### src/rtl/fifo_wr_arb_ctrl.sv
// FIFO controller: round-robin arbitration of two write producers into an external RAM,
// registered read/write pointers, combinational status and sticky overflow/underflow flags.
module fifo_wr_arb_ctrl #(
    parameter int DATASIZE = 8,
    parameter int ADDRSIZE = 7
) (
    input  logic                clk,
    input  logic                rst_n,
    input  logic                wr_req0,
    input  logic                wr_req1,
    input  logic [DATASIZE-1:0] wr_data0,
    input  logic [DATASIZE-1:0] wr_data1,
    output logic                wr_gnt0,
    output logic                wr_gnt1,
    input  logic                rd_en,
    output logic [DATASIZE-1:0] rd_data,
    input  logic                clr_err,
    output logic                full,
    output logic                empty,
    output logic [ADDRSIZE:0]   count,
    output logic                overflow,
    output logic                underflow,
    output logic                mem_wr_en,
    output logic                mem_wfull,
    output logic [ADDRSIZE-1:0] mem_wr_addr,
    output logic [ADDRSIZE-1:0] mem_rd_addr,
    output logic [DATASIZE-1:0] mem_wr_data,
    input  logic [DATASIZE-1:0] mem_rd_data
);

    localparam logic [ADDRSIZE:0] PTR_ONE = {{ADDRSIZE{1'b0}}, 1'b1};

    logic [ADDRSIZE:0] wptr_q, wptr_d;
    logic [ADDRSIZE:0] rptr_q, rptr_d;
    logic              prio_q, prio_d;
    logic              overflow_q, overflow_d;
    logic              underflow_q, underflow_d;
    logic              full_s, empty_s, req_any_s, rd_acc_s;
    logic              gnt0_s, gnt1_s;

    // Extra pointer MSB separates the wrapped-full case from empty
    assign empty_s   = (wptr_q == rptr_q);
    assign full_s    = (wptr_q[ADDRSIZE] != rptr_q[ADDRSIZE]) &&
                       (wptr_q[ADDRSIZE-1:0] == rptr_q[ADDRSIZE-1:0]);
    assign req_any_s = wr_req0 | wr_req1;
    assign rd_acc_s  = rd_en & ~empty_s;

    // Round-robin grant selection; nothing is granted while reset is applied
    always_comb begin
        gnt0_s = 1'b0;
        gnt1_s = 1'b0;
        if (!rst_n || full_s) begin
            gnt0_s = 1'b0;
            gnt1_s = 1'b0;
        end else begin
            case ({wr_req1, wr_req0})
                2'b01: gnt0_s = 1'b1;
                2'b10: gnt1_s = 1'b1;
                2'b11: begin
                    gnt0_s = ~prio_q;
                    gnt1_s = prio_q;
                end
                default: begin
                    gnt0_s = 1'b0;
                    gnt1_s = 1'b0;
                end
            endcase
        end
    end

    // Next-state for pointers, arbitration priority and sticky error flags
    always_comb begin
        wptr_d      = wptr_q;
        rptr_d      = rptr_q;
        prio_d      = prio_q;
        overflow_d  = overflow_q;
        underflow_d = underflow_q;

        if (gnt0_s || gnt1_s) begin
            wptr_d = wptr_q + PTR_ONE;
        end else begin
            wptr_d = wptr_q;
        end

        if (rd_acc_s) begin
            rptr_d = rptr_q + PTR_ONE;
        end else begin
            rptr_d = rptr_q;
        end

        if (gnt0_s) begin
            prio_d = 1'b1;
        end else if (gnt1_s) begin
            prio_d = 1'b0;
        end else begin
            prio_d = prio_q;
        end

        // A new error event wins over a clear in the same cycle
        if (req_any_s && full_s) begin
            overflow_d = 1'b1;
        end else if (clr_err) begin
            overflow_d = 1'b0;
        end else begin
            overflow_d = overflow_q;
        end

        if (rd_en && empty_s) begin
            underflow_d = 1'b1;
        end else if (clr_err) begin
            underflow_d = 1'b0;
        end else begin
            underflow_d = underflow_q;
        end
    end

    // State registers with asynchronous active-low reset
    always_ff @(posedge clk or negedge rst_n) begin
        if (!rst_n) begin
            wptr_q      <= {(ADDRSIZE+1){1'b0}};
            rptr_q      <= {(ADDRSIZE+1){1'b0}};
            prio_q      <= 1'b0;
            overflow_q  <= 1'b0;
            underflow_q <= 1'b0;
        end else begin
            wptr_q      <= wptr_d;
            rptr_q      <= rptr_d;
            prio_q      <= prio_d;
            overflow_q  <= overflow_d;
            underflow_q <= underflow_d;
        end
    end

    assign wr_gnt0     = gnt0_s;
    assign wr_gnt1     = gnt1_s;
    assign mem_wr_en   = gnt0_s | gnt1_s;
    assign mem_wr_data = gnt1_s ? wr_data1 : wr_data0;
    assign mem_wfull   = full_s;
    assign mem_wr_addr = wptr_q[ADDRSIZE-1:0];
    assign mem_rd_addr = rptr_q[ADDRSIZE-1:0];
    assign rd_data     = mem_rd_data;
    assign full        = full_s;
    assign empty       = empty_s;
    assign count       = wptr_q - rptr_q;
    assign overflow    = overflow_q;
    assign underflow   = underflow_q;

endmodule

### config.mk
export PLATFORM = sky130hd
export DESIGN_NAME = fifo_wr_arb_ctrl
export DESIGN_NICKNAME = d
export VERILOG_FILES = /design/src/rtl/fifo_wr_arb_ctrl.sv
export SDC_FILE = /design/constraint.sdc
export NUM_CORES = 1
export LEC_CHECK = 0
export CORE_MARGIN = 2
export CORE_UTILIZATION = 40
export DETAILED_ROUTE_END_ITERATION = 16
export GPL_TIMING_DRIVEN = 0
export PLACE_DENSITY = 0.81
export SLEW_MARGIN = 20
export SYNTH_ARGS = -nofsm -noshare
export SYNTH_HDL_FRONTEND = slang
export SYNTH_SLANG_ARGS = --single-unit
### constraint.sdc
create_clock -name clk -period 2.6 [get_ports clk]
set_clock_uncertainty 0.2 [all_clocks]
set_input_delay 0.26 -clock clk [delete_from_list [all_inputs] [get_ports clk]]
set_output_delay 0.26 -clock clk [all_outputs]
set_load 0.02 [all_outputs]
==> results.txt, run 1 <==
Detailed Routing Iterations Pass 1 - 4
Synthesized area - 1490 sq um
CP cell instances - inv_2, ha_4, nand4_1, o31ai_4, buf_6, nor2_4, buf_4, mux2_2, buf_2
Sequential share of the synthesized area - 31.8%
Vias per inst - 4.94
Distinct cells, synth - 35
Pin count of the biggest net entering global routing - 20
Max-Cap Viols - 0
Hold Crit Class - reg -> reg
Final Cell Area - 2630 sq um
Relative slew margins - 42.0%
Gr busiest metal - met2
CP Capture Type - primary output
Synth Net Count - 199
Post-synthesis adder-cell area fraction - 8.88%
Number of top-level pins - 76
Clock Latency Late Sink - 0.26 ns
Synth Area in Compound Gates - 8.12%
Async S/R FF share, synth - 100%
Ys flop type - dfrtp_1
Layout cell share with drive strength beyond 1 - 43.1%
Total Routing Usage GR - 20.9%
P&R area growth vs syn - 76.0%
Pre-CTS setup slack - -0.918 ns
Num CTS Buffers - 3
Fmax - 0.382 GHz
Fin worst setup slack - -0.0167 ns
Post-synthesis mux area share - 7.54%
CTS tree - done
Starting density of the core - 41.1%
Post-route ant nets - 0
DR WL/cell - 14.2 um
Die area - 4240 sq um
Placed cell areas - 2220 sq um
RSZ-0062 raised after global routing - yes
Violated checks - setup timing
Reg-to-Reg Start - rptr_q[5]$_DFFE_PN0P_
FF-to-FF End - rptr_q[7]$_DFFE_PN0P_
Largest family of logic cells by synthesized area - simple AND/OR/NAND/NOR gates
PwrDens - 1280 nW/um^2
Slew Limit Fails - 0
Hpwl dp - 2.72 mm
Fraction of the mapped netlist area in simple logic gates - 16.3%
XOR/XNOR share of the synthesized area - 11.7%
Pleak - 0.00117 uW
Row cnt - 22
CP max stage cell - dfrtp_1
CTS max path bufs - 2
Core Util, Final - 72.4%
Met2 Use GR - 36.2%
Gpl congestion - 0.787
Peak VDD IR - 1.08 mV
Initial antenna violation count - 0
Worst Hold Launch - underflow$_DFFE_PN0P_
Post-route clock period utilization - 101%
Gate Count Post-Synth - 159
Vias in the first global route - 1448
Reg2reg path depth - 7
Via count - 1530
Hold Fails Final Rpt - 0
Met3 global-route usage - 4.45%
Synthesized flop and latch total - 19
CP Class - reg -> out
Synth warnings - 0
Critical path launch point type - flop
Port Buf Inserts - 67
Worst Tran Pin Value - 0.867 ns
Setup violations, final - 2
Die Span Y - 65.1 um
Met1 Use GR - 24.9%
Clock Pin Slew Worst Setup and Hold Paths - 0.07 ns
Initial DRC count - 33
First-pass GRT wire length - 6.73 mm
Total global routing overflow - 0
Synth Area per Inst - 9.40 sq um
Critical path origin - rptr_q[3]$_DFFE_PN0P_
Drt total wl - 4.41 mm
H-tree depth - 1
Slowest Stage Delay on Critical Path - 0.39 ns
Post-synth EDFFs - 0
Clk root buf - clkbuf_8
CP Max Fanout - 5
# DRC - 0
Status - complete, but fails checks
Setup slack, reg-to-reg - 0.40 ns
CTS Sinks - 19
Crit path to - mem_wr_data[5]
# nets final - 303
Final Critical Period - 2.62 ns
Crit path DAT - 2.16 ns
Req. time, crit path - 2.14 ns
Core area - 3630 sq um
N_diodes - 0
Die width - 65.1 um
-- worst min-delay path by stage --
stage,slack (ns),depth (start not counted),end
floorplan,-0.24,0,overflow$_DFFE_PN0P_
CTS,0.33,2,overflow$_DFFE_PN0P_
global route,0.38,1,prio_q$_DFFE_PN0P_
detailed placement,0.32,2,overflow$_DFFE_PN0P_
finish,0.33,2,underflow$_DFFE_PN0P_
global placement,0.31,2,underflow$_DFFE_PN0P_
-- cells in the mapped netlist (all sizes together) (4+ instances only) --
library cell	n	area, sq um
a21oi	4	20.0
and3	4	25.0
nand4	7	43.8
dfrtp	19	475
nand3	8	45.0
nand2	8	30.0
xnor2	17	149
inv	16	60.1
buf	23	173
mux2	10	113
nor2	7	28.8
o21ai	4	20.0
ha	9	113
-- power breakdown --
group,switching (uW),internal [uW]
clock network,105,109
registers,108,408
logic,1290,1340
total,1500,1860
-- through the flow --
stage / hold WS (ns) / TNS (ns) / total power (uW) / instances
finish: 0.327 / -0.0305 / 3360 / 310
global route: 0.381 / -0.228 / 3580 / 310
CTS: 0.330 / -0.0185 / 3130 / 297
detailed placement: 0.319 / -11.24 / 2610 / 274
global placement: 0.312 / -10.45 / 2590 / 274
floorplan: -0.236 / 0 / 1830 / 159
-- final cells by class --
type	count	area (sq um)
timing repair buffer	98	861
buffer	23	173
multi-input combinational	102	948
inverter	16	60.1
fill	276	1000
sequential	19	483
tap	48	60.1
clock buffer	4	45.0
-- metal layers --
metal	share of wire [%]	vias up
li1	-	733
met1	40	715
met2	49	75
met3	8.8	7
met4	1.9	0
met5	0	-
-- registers in the layout (all words and copies together), names as in the netlist --
signal,cells
rptr_q,8
wptr_q,8
overflow,1
prio_q,1
underflow,1
-- cells in the final DEF, fill, tap and decap left out, types with 2 or more instances in the layout --
cell | Yosys | layout
buf_4 | 23 | 52
dfrtp_1 | 19 | 13
inv_2 | 1 | 7
clkbuf_8 | 0 | 3
nand2_1 | 8 | 8
mux2_2 | 10 | 10
nor2_1 | 6 | 6
o21ai_0 | 4 | 4
nand3_2 | 1 | 2
buf_6 | 0 | 3
dfrtp_2 | 0 | 6
nand3_1 | 7 | 6
ha_4 | 0 | 7
dlygate4sd2_1 | 0 | 8
and3_1 | 4 | 3
inv_1 | 15 | 9
xnor2_1 | 17 | 16
ha_1 | 9 | 2
xor2_1 | 3 | 3
nor2_4 | 0 | 2
a21oi_1 | 4 | 3
nand4_1 | 7 | 7
and2_1 | 2 | 2
buf_2 | 0 | 8
o211ai_1 | 2 | 2
clkdlybuf4s50_1 | 0 | 46
-- critical path, delay by kind of cell (launching register included) --
kind / cells / cell delay (ns)
AO/OA/AOI/OAI: 1 / 0.20
adder cells (fa/ha/maj): 1 / 0.29
buffers and inverters: 4 / 0.56
flip-flops: 1 / 0.39
multiplexers: 1 / 0.26
AND/OR/NAND/NOR: 2 / 0.20
-- cells by family (layout without fill, tap and decap cells) --
kind of cell,Yosys count,count (layout)
mux,10,10
simple gates,44,45
xor+xnor,20,20
flops,19,19
compound gates,17,17
buf+inv,39,141
fa+ha+maj,10,10
-- repair_timing --
action	in CTS	in global routing
pin swaps	3	2
gates cloned	1	0
hold endpoints to repair	19	0
setup buffers	17	13
endpoints found under the setup margin	20	12
resized for setup	79	17
hold buffers	1	0
No activity file was read; power rests on OpenSTA's default activity.
==> run 2: changes to the inputs <==
--- a/config.mk
+++ b/config.mk
@@ -6,10 +6,10 @@
 export NUM_CORES = 1
 export LEC_CHECK = 0
 export CORE_MARGIN = 2
-export CORE_UTILIZATION = 40
+export CORE_UTILIZATION = 38
 export DETAILED_ROUTE_END_ITERATION = 16
 export GPL_TIMING_DRIVEN = 0
-export PLACE_DENSITY = 0.81
+export PLACE_DENSITY = 0.78
 export SLEW_MARGIN = 20
 export SYNTH_ARGS = -nofsm -noshare
 export SYNTH_HDL_FRONTEND = slang
==> run 2 against run 1 <==
Compared with the run above: the run still ends with setup timing left; sequential share of layout area fell by 0.21 points; clock power fell by 2%; setup slack got worse by 0.054 ns; global-route usage fell by 2.5 points; maximum frequency fell by 2.0%; via count fell by 1.4%.
==> results.txt, run 2 (synthesis gave the netlist of run 1 again) <==
Status - complete, but fails checks
Violated checks - setup timing
DR WL/cell - 14.1 um (-1.2%)
CP max stage cell - dfrtp_2
Number of top-level pins - 76 (unchanged)
CP top delay family - flip-flops
Most common cell after layout, fill and taps aside - buf_4
Detailed Routing Iterations Pass 1 - 4 (unchanged)
CP Capture Type - primary output
Layout cell share with drive strength beyond 1 - 42.1% (-0.98 points)
Peak VDD IR - 1.58 mV (+46%)
Req. time, crit path - 2.14 ns (about the same)
Top cell by count, worst path - buf_6
First-pass GRT wire length - 6.13 mm (-8.9%)
P&R area growth vs syn - 78.1%
Max-Cap Viols - 0 (unchanged)
Vias per inst - 4.88 (-1.1%)
Fmax - 0.374 GHz (-2.0%)
Slowest Stage Delay on Critical Path - 0.45 ns (+0.06 ns)
# nets final - 302 (-0.33%)
Relative slew margins - 41.4% (-0.64 points)
Post-route clock period utilization - 103% (+2.1 points)
Total global routing overflow - 0 (unchanged)
Total Routing Usage GR - 18.4% (-2.5 points)
CP Max Fanout - 5 (unchanged)
Sequential cell area - 483 sq um (unchanged)
Row cnt - 22 (unchanged)
CP cell instances - ha_4, nand4_1, o31ai_4, buf_4, nor2_4, buf_6, mux2_2, buf_6
Post-route ant nets - 0 (unchanged)
CTS max path bufs - 2 (unchanged)
N_diodes - 0 (unchanged)
Clock Pin Slew Worst Setup and Hold Paths - 0.08 ns (about the same)
Initial DRC count - 43 (+30%)
Port Buf Inserts - 67 (unchanged)
Most frequent cells in the layout - buf_4, clkdlybuf4s50_1, xnor2_1
Worst Tran Pin Value - 0.876 ns (+0.00951 ns)
Drt total wl - 4.35 mm (-1.5%)
Final Critical Period - 2.67 ns (+0.0542 ns)
Die width - 66.7 um (+2.4%)
Clk root buf - clkbuf_8
Worst path depth - 8 (-1)
Layout fillers - 286 (+3.6%)
WHS - 0.322 ns (-0.00537 ns)
H-tree depth - 1 (unchanged)
Starting density of the core - 40.2% (-0.91 points)
Via count - 1509 (-1.4%)
Pleak - 0.00119 uW (+1.9%)
RSZ-0062 raised after global routing - yes
# DRC - 0 (unchanged)
Crit path DAT - 2.21 ns (+0.05 ns)
Vias in the first global route - 1320 (-8.8%)
Die Span Y - 66.7 um (+2.4%)
Slew Limit Fails - 0 (unchanged)
Final Non-Filler Cells - 309 (-0.32%)
CP Class - reg -> out
Setup violations, final - 3 (+1)
Pin count of the biggest net entering global routing - 20 (unchanged)
Num CTS Buffers - 3 (unchanged)
Initial antenna violation count - 0 (unchanged)
Hold Fails Final Rpt - 0 (unchanged)
Die area - 4450 sq um (+4.9%)
CTS tree - done
WHS Path Cells - 2 (unchanged)
Biggest regs - rptr_q (8), wptr_q (8)
Gpl congestion - 0.793 (+0.74%)
CP bufs+invs - 3 (-1)
Hpwl dp - 2.94 mm (+7.9%)
CTS Sinks - 19 (unchanged)
Placed cell count - 274 (unchanged)
Area of the multi-input gates - 951 sq um (+0.26%)
Fin worst setup slack - -0.0709 ns (-0.0542 ns)
Critical path launch point type - flop
Clock Latency Late Sink - 0.26 ns (about the same)
PwrDens - 1250 nW/um^2 (-1.9%)
Hold Crit Class - reg -> reg
Pwr Total - 3330 uW (-0.83%)
Reg2reg path depth - 8 (+1)
Core area - 3720 sq um (+2.3%)
Fin Setup TNS - -0.203 ns (-0.173 ns)
-- run 2: changes by cell type in the layout (fill, tap and decap cells not counted), sizes merged --
cell	previous run	this run
buf	63	61
clkinv	0	1
dlymetal6s2s	1	2
clkdlybuf4s15	1	2
dlygate4sd2	8	6
-- run 2: path summary, 6_finish.rpt --
| path | startpoint | slack, ns | endpoint |
|---|---|---|---|
| hold reg to reg | underflow$_DFFE_PN0P_ | 0.32 | underflow$_DFFE_PN0P_ |
| setup reg to reg | rptr_q[3]$_DFFE_PN0P_ | 0.29 | rptr_q[7]$_DFFE_PN0P_ |
| setup / recovery | wptr_q[6]$_DFFE_PN0P_ | -0.07 | mem_wr_data[5] |
| hold / removal | underflow$_DFFE_PN0P_ | 0.32 | underflow$_DFFE_PN0P_ |
| min in group asynchronous | rst_n | 0.65 | wptr_q[0]$_DFFE_PN0P_ |
| max in group asynchronous | rst_n | 0.96 | wptr_q[4]$_DFFE_PN0P_ |
-- run 2: final cells by class --
| class | count | share of cell area [%] |
|---|---|---|
| Inverter | 16 | 2.26 |
| Clock buffer | 3 | 1.55 |
| Tap cell | 48 | 2.26 |
| Buffer | 23 | 6.49 |
| Timing Repair Buffer | 97 | 33.3 |
| Sequential cell | 19 | 18.2 |
| Clock inverter | 1 | 0.188 |
| Multi-Input combinational cell | 102 | 35.7 |
-- run 2: where the power goes --
part	switching [uW]	internal [uW]	leakage, uW	total [uW]
registers	102	408	0.000227	509
logic	1280	1330	0.000940	2610
clock network	103	107	0.0000255	209
-- run 2: what timing repair did --
action,4_1_cts,5_1_grt
hold endpoints to repair,19,0
hold buffers,1,0
gates resized for setup,76,28
pin swaps,5,13
gates cloned,1,0
endpoints found under the setup margin,22,15
setup buffers,20,9
-- run 2: routing by layer --
layer,wire (um),track usage (%)
met4,37,5.36
met2,2150,34.3
met3,398,3.55
met1,1760,21.1
met5,0,0
-- run 2: worst min-delay path: cells and delay by family, from the launching register on --
family | cells | cell delay, ns
AOI/OAI and AO/OA | 1 | 0.06
buffers and inverters | 1 | 0.05
DFF | 1 | 0.38
-- run 2: metrics by stage --
step	util, %	instance area [sq um]	setup slack [ns]
2_1_floorplan	-	1490	0.267
3_3_place_gp	59.9	2220	-0.891
3_5_place_dp	59.9	2220	-0.935
4_1_cts	68.1	2530	-0.0515
5_1_grt	71.6	2660	-0.144
6_report	71.6	2660	-0.0709
==> run 3: changes to the inputs <==
==> constraint.sdc (replaced) <==
create_clock -name clk -period 3.25 [get_ports clk]
set_clock_uncertainty 0.2 [all_clocks]
set_input_delay 0.325 -clock clk [delete_from_list [all_inputs] [get_ports clk]]
set_output_delay 0.325 -clock clk [all_outputs]
set_load 0.02 [all_outputs]
==> run 3 against run 2 <==
Compared with the run above: combinational power decreased by 36%; first-iteration DRC count is 33% lower; utilization is 8.7 points lower; non-clock buffer count down 26; the run now ends clean.
==> results.txt, run 3 (synthesis gave the netlist of run 1 again) <==
Placed cell count - 274 (unchanged)
Total Routing Usage GR - 16.0% (-2.4 points)
Req. time, crit path - 2.72 ns (+0.58 ns)
First-pass GRT wire length - 5.35 mm (-13%)
CTS Sinks - 19 (unchanged)
Row cnt - 22 (unchanged)
Die Span Y - 66.7 um (unchanged)
WHS - 0.322 ns (+0.000302 ns)
Final Non-Filler Cells - 282 (-8.7%)
Max-Cap Viols - 0 (unchanged)
Vias per inst - 4.92 (+0.79%)
Sequential Power Share - 19.2% (+3.9 points)
Slew Limit Fails - 0 (unchanged)
Relative slew margins - 42.3% (+0.93 points)
Post-route clock period utilization - 95.9%
Starting density of the core - 40.2% (unchanged)
Core area - 3720 sq um (unchanged)
Clock network power share - 7.4% (+1.1 points)
PwrDens - 982 nW/um^2 (-22%)
Fin worst setup slack - 0.132 ns (+0.203 ns)
Drt total wl - 3.73 mm (-14%)
Reg2reg path depth - 7 (-1)
WHS Path Cells - 2 (unchanged)
Clock Latency Late Sink - 0.26 ns (about the same)
Pin count of the biggest net entering global routing - 20 (unchanged)
Pint - 1260 uW (-32%)
Post-route ant nets - 0 (unchanged)
Num CTS Buffers - 3 (unchanged)
Pwr Total - 2290 uW (-31%)
Gate power share - 73.4% (-5.0 points)
Peak VDD IR - 1.30 mV (-18%)
Gpl congestion - 0.793 (unchanged)
CP Class - reg -> out
Hpwl dp - 2.94 mm (unchanged)
Final Critical Period - 3.12 ns
CTS tree - done
Number of top-level pins - 76 (unchanged)
Most common cell after layout, fill and taps aside - clkdlybuf4s50_1
Switching power - 1040 uW (-30%)
Hold Crit Class - reg -> reg
Initial antenna violation count - 0 (unchanged)
Clk root buf - clkbuf_8
Initial DRC count - 29 (-33%)
Total global routing overflow - 0 (unchanged)
N_diodes - 0 (unchanged)
Status - complete, no violations
CTS max path bufs - 2 (unchanged)
Most frequent cells in the layout - clkdlybuf4s50_1, buf_4, dfrtp_1
Sw Share - 45.2% (+0.51 points)
Pleak - 0.00107 uW (-11%)
Critical path launch point type - flop
RSZ-0062 raised after global routing - no
Layout cell share with drive strength beyond 1 - 20.9% (-21 points)
CP Max Fanout - 9 (+4)
Biggest regs - rptr_q (8), wptr_q (8)
Port Buf Inserts - 67 (unchanged)
Die width - 66.7 um (unchanged)
Via count - 1388 (-8.0%)
Fmax - 0.321 GHz
# DRC - 0 (unchanged)
Hold Fails Final Rpt - 0 (unchanged)
# nets final - 275 (-8.9%)
DR WL/cell - 13.2 um (-5.9%)
P&R area growth vs syn - 56.4%
H-tree depth - 1 (unchanged)
Worst Tran Pin Value - 0.863 ns (-0.0139 ns)
Pre-CTS setup slack - -0.415 ns (+0.520 ns)
Clock Pin Slew Worst Setup and Hold Paths - 0.07 ns (about the same)
Setup violations, final - 0 (-3)
Crit path DAT - 2.59 ns (+0.38 ns)
Vias in the first global route - 1165 (-12%)
Detailed Routing Iterations Pass 1 - 4 (unchanged)
CP Capture Type - primary output
Die area - 4450 sq um (unchanged)
## run 3: critical path, stage by stage (launching register included)
cell	delay (ns)
dfrtp_1	0.44
inv_1	0.08
ha_1	0.37
nand4_1	0.16
o31ai_4	0.33
nor2_4	0.11
mux2_2	0.24
clkdlybuf4s50_1	0.59
## run 3: layer usage
layer,GRT usage [%],vias up,routed length (um)
li1,-,671,-
met3,3.72,6,424
met2,28.2,73,1740
met5,0,-,0
met1,18.3,638,1490
met4,6.89,0,72
## run 3: repair_timing
action / 4_1_cts / 5_1_grt
endpoints found under the setup margin: 10 / 11
hold buffers: 1 / 0
pin swaps: 1 / 1
hold endpoints to repair: 19 / 0
gates resized for setup: 5 / 8
buffers inserted: 0 / 3
## run 3: final timing paths
check / slack (ns) / to / start
setup / recovery: 0.13 / mem_wr_data[3] / rptr_q[5]$_DFFE_PN0P_
hold / removal: 0.32 / underflow$_DFFE_PN0P_ / underflow$_DFFE_PN0P_
setup reg to reg: 0.91 / rptr_q[7]$_DFFE_PN0P_ / rptr_q[5]$_DFFE_PN0P_
hold reg to reg: 0.32 / underflow$_DFFE_PN0P_ / underflow$_DFFE_PN0P_
max in group asynchronous: 1.62 / underflow$_DFFE_PN0P_ / rst_n
min in group asynchronous: 0.70 / wptr_q[0]$_DFFE_PN0P_ / rst_n
## run 3: layout make-up
type                    instances  area, sq um
repair buffers                 71          719
inverters                      16         60.1
well taps                      48         60.1
plain buffers                  23          173
multi-input cells             101          802
fillers                       344         1380
clock buffers                   3         41.3
clock inverters                 1         5.00
flip-flops and latches         19          475
## run 3: through the flow
stage          TNS, ns  utilization [%]  area [sq um]
2_1_floorplan        0                -          1490
4_1_cts              0             61.8          2300
3_5_place_dp     -3.59             59.9          2220
6_report             0             62.9          2340
3_3_place_gp     -3.16             59.9          2220
5_1_grt              0             62.9          2340
## run 3: power groups by stage
stage,clock (uW),combinational (uW),sequential [uW]
after floorplan,0,1050,414
after global placement,0,1640,445
after detailed placement,0,1640,446
after CTS,171,1670,443
after global routing,187,1810,457
final,169,1680,441
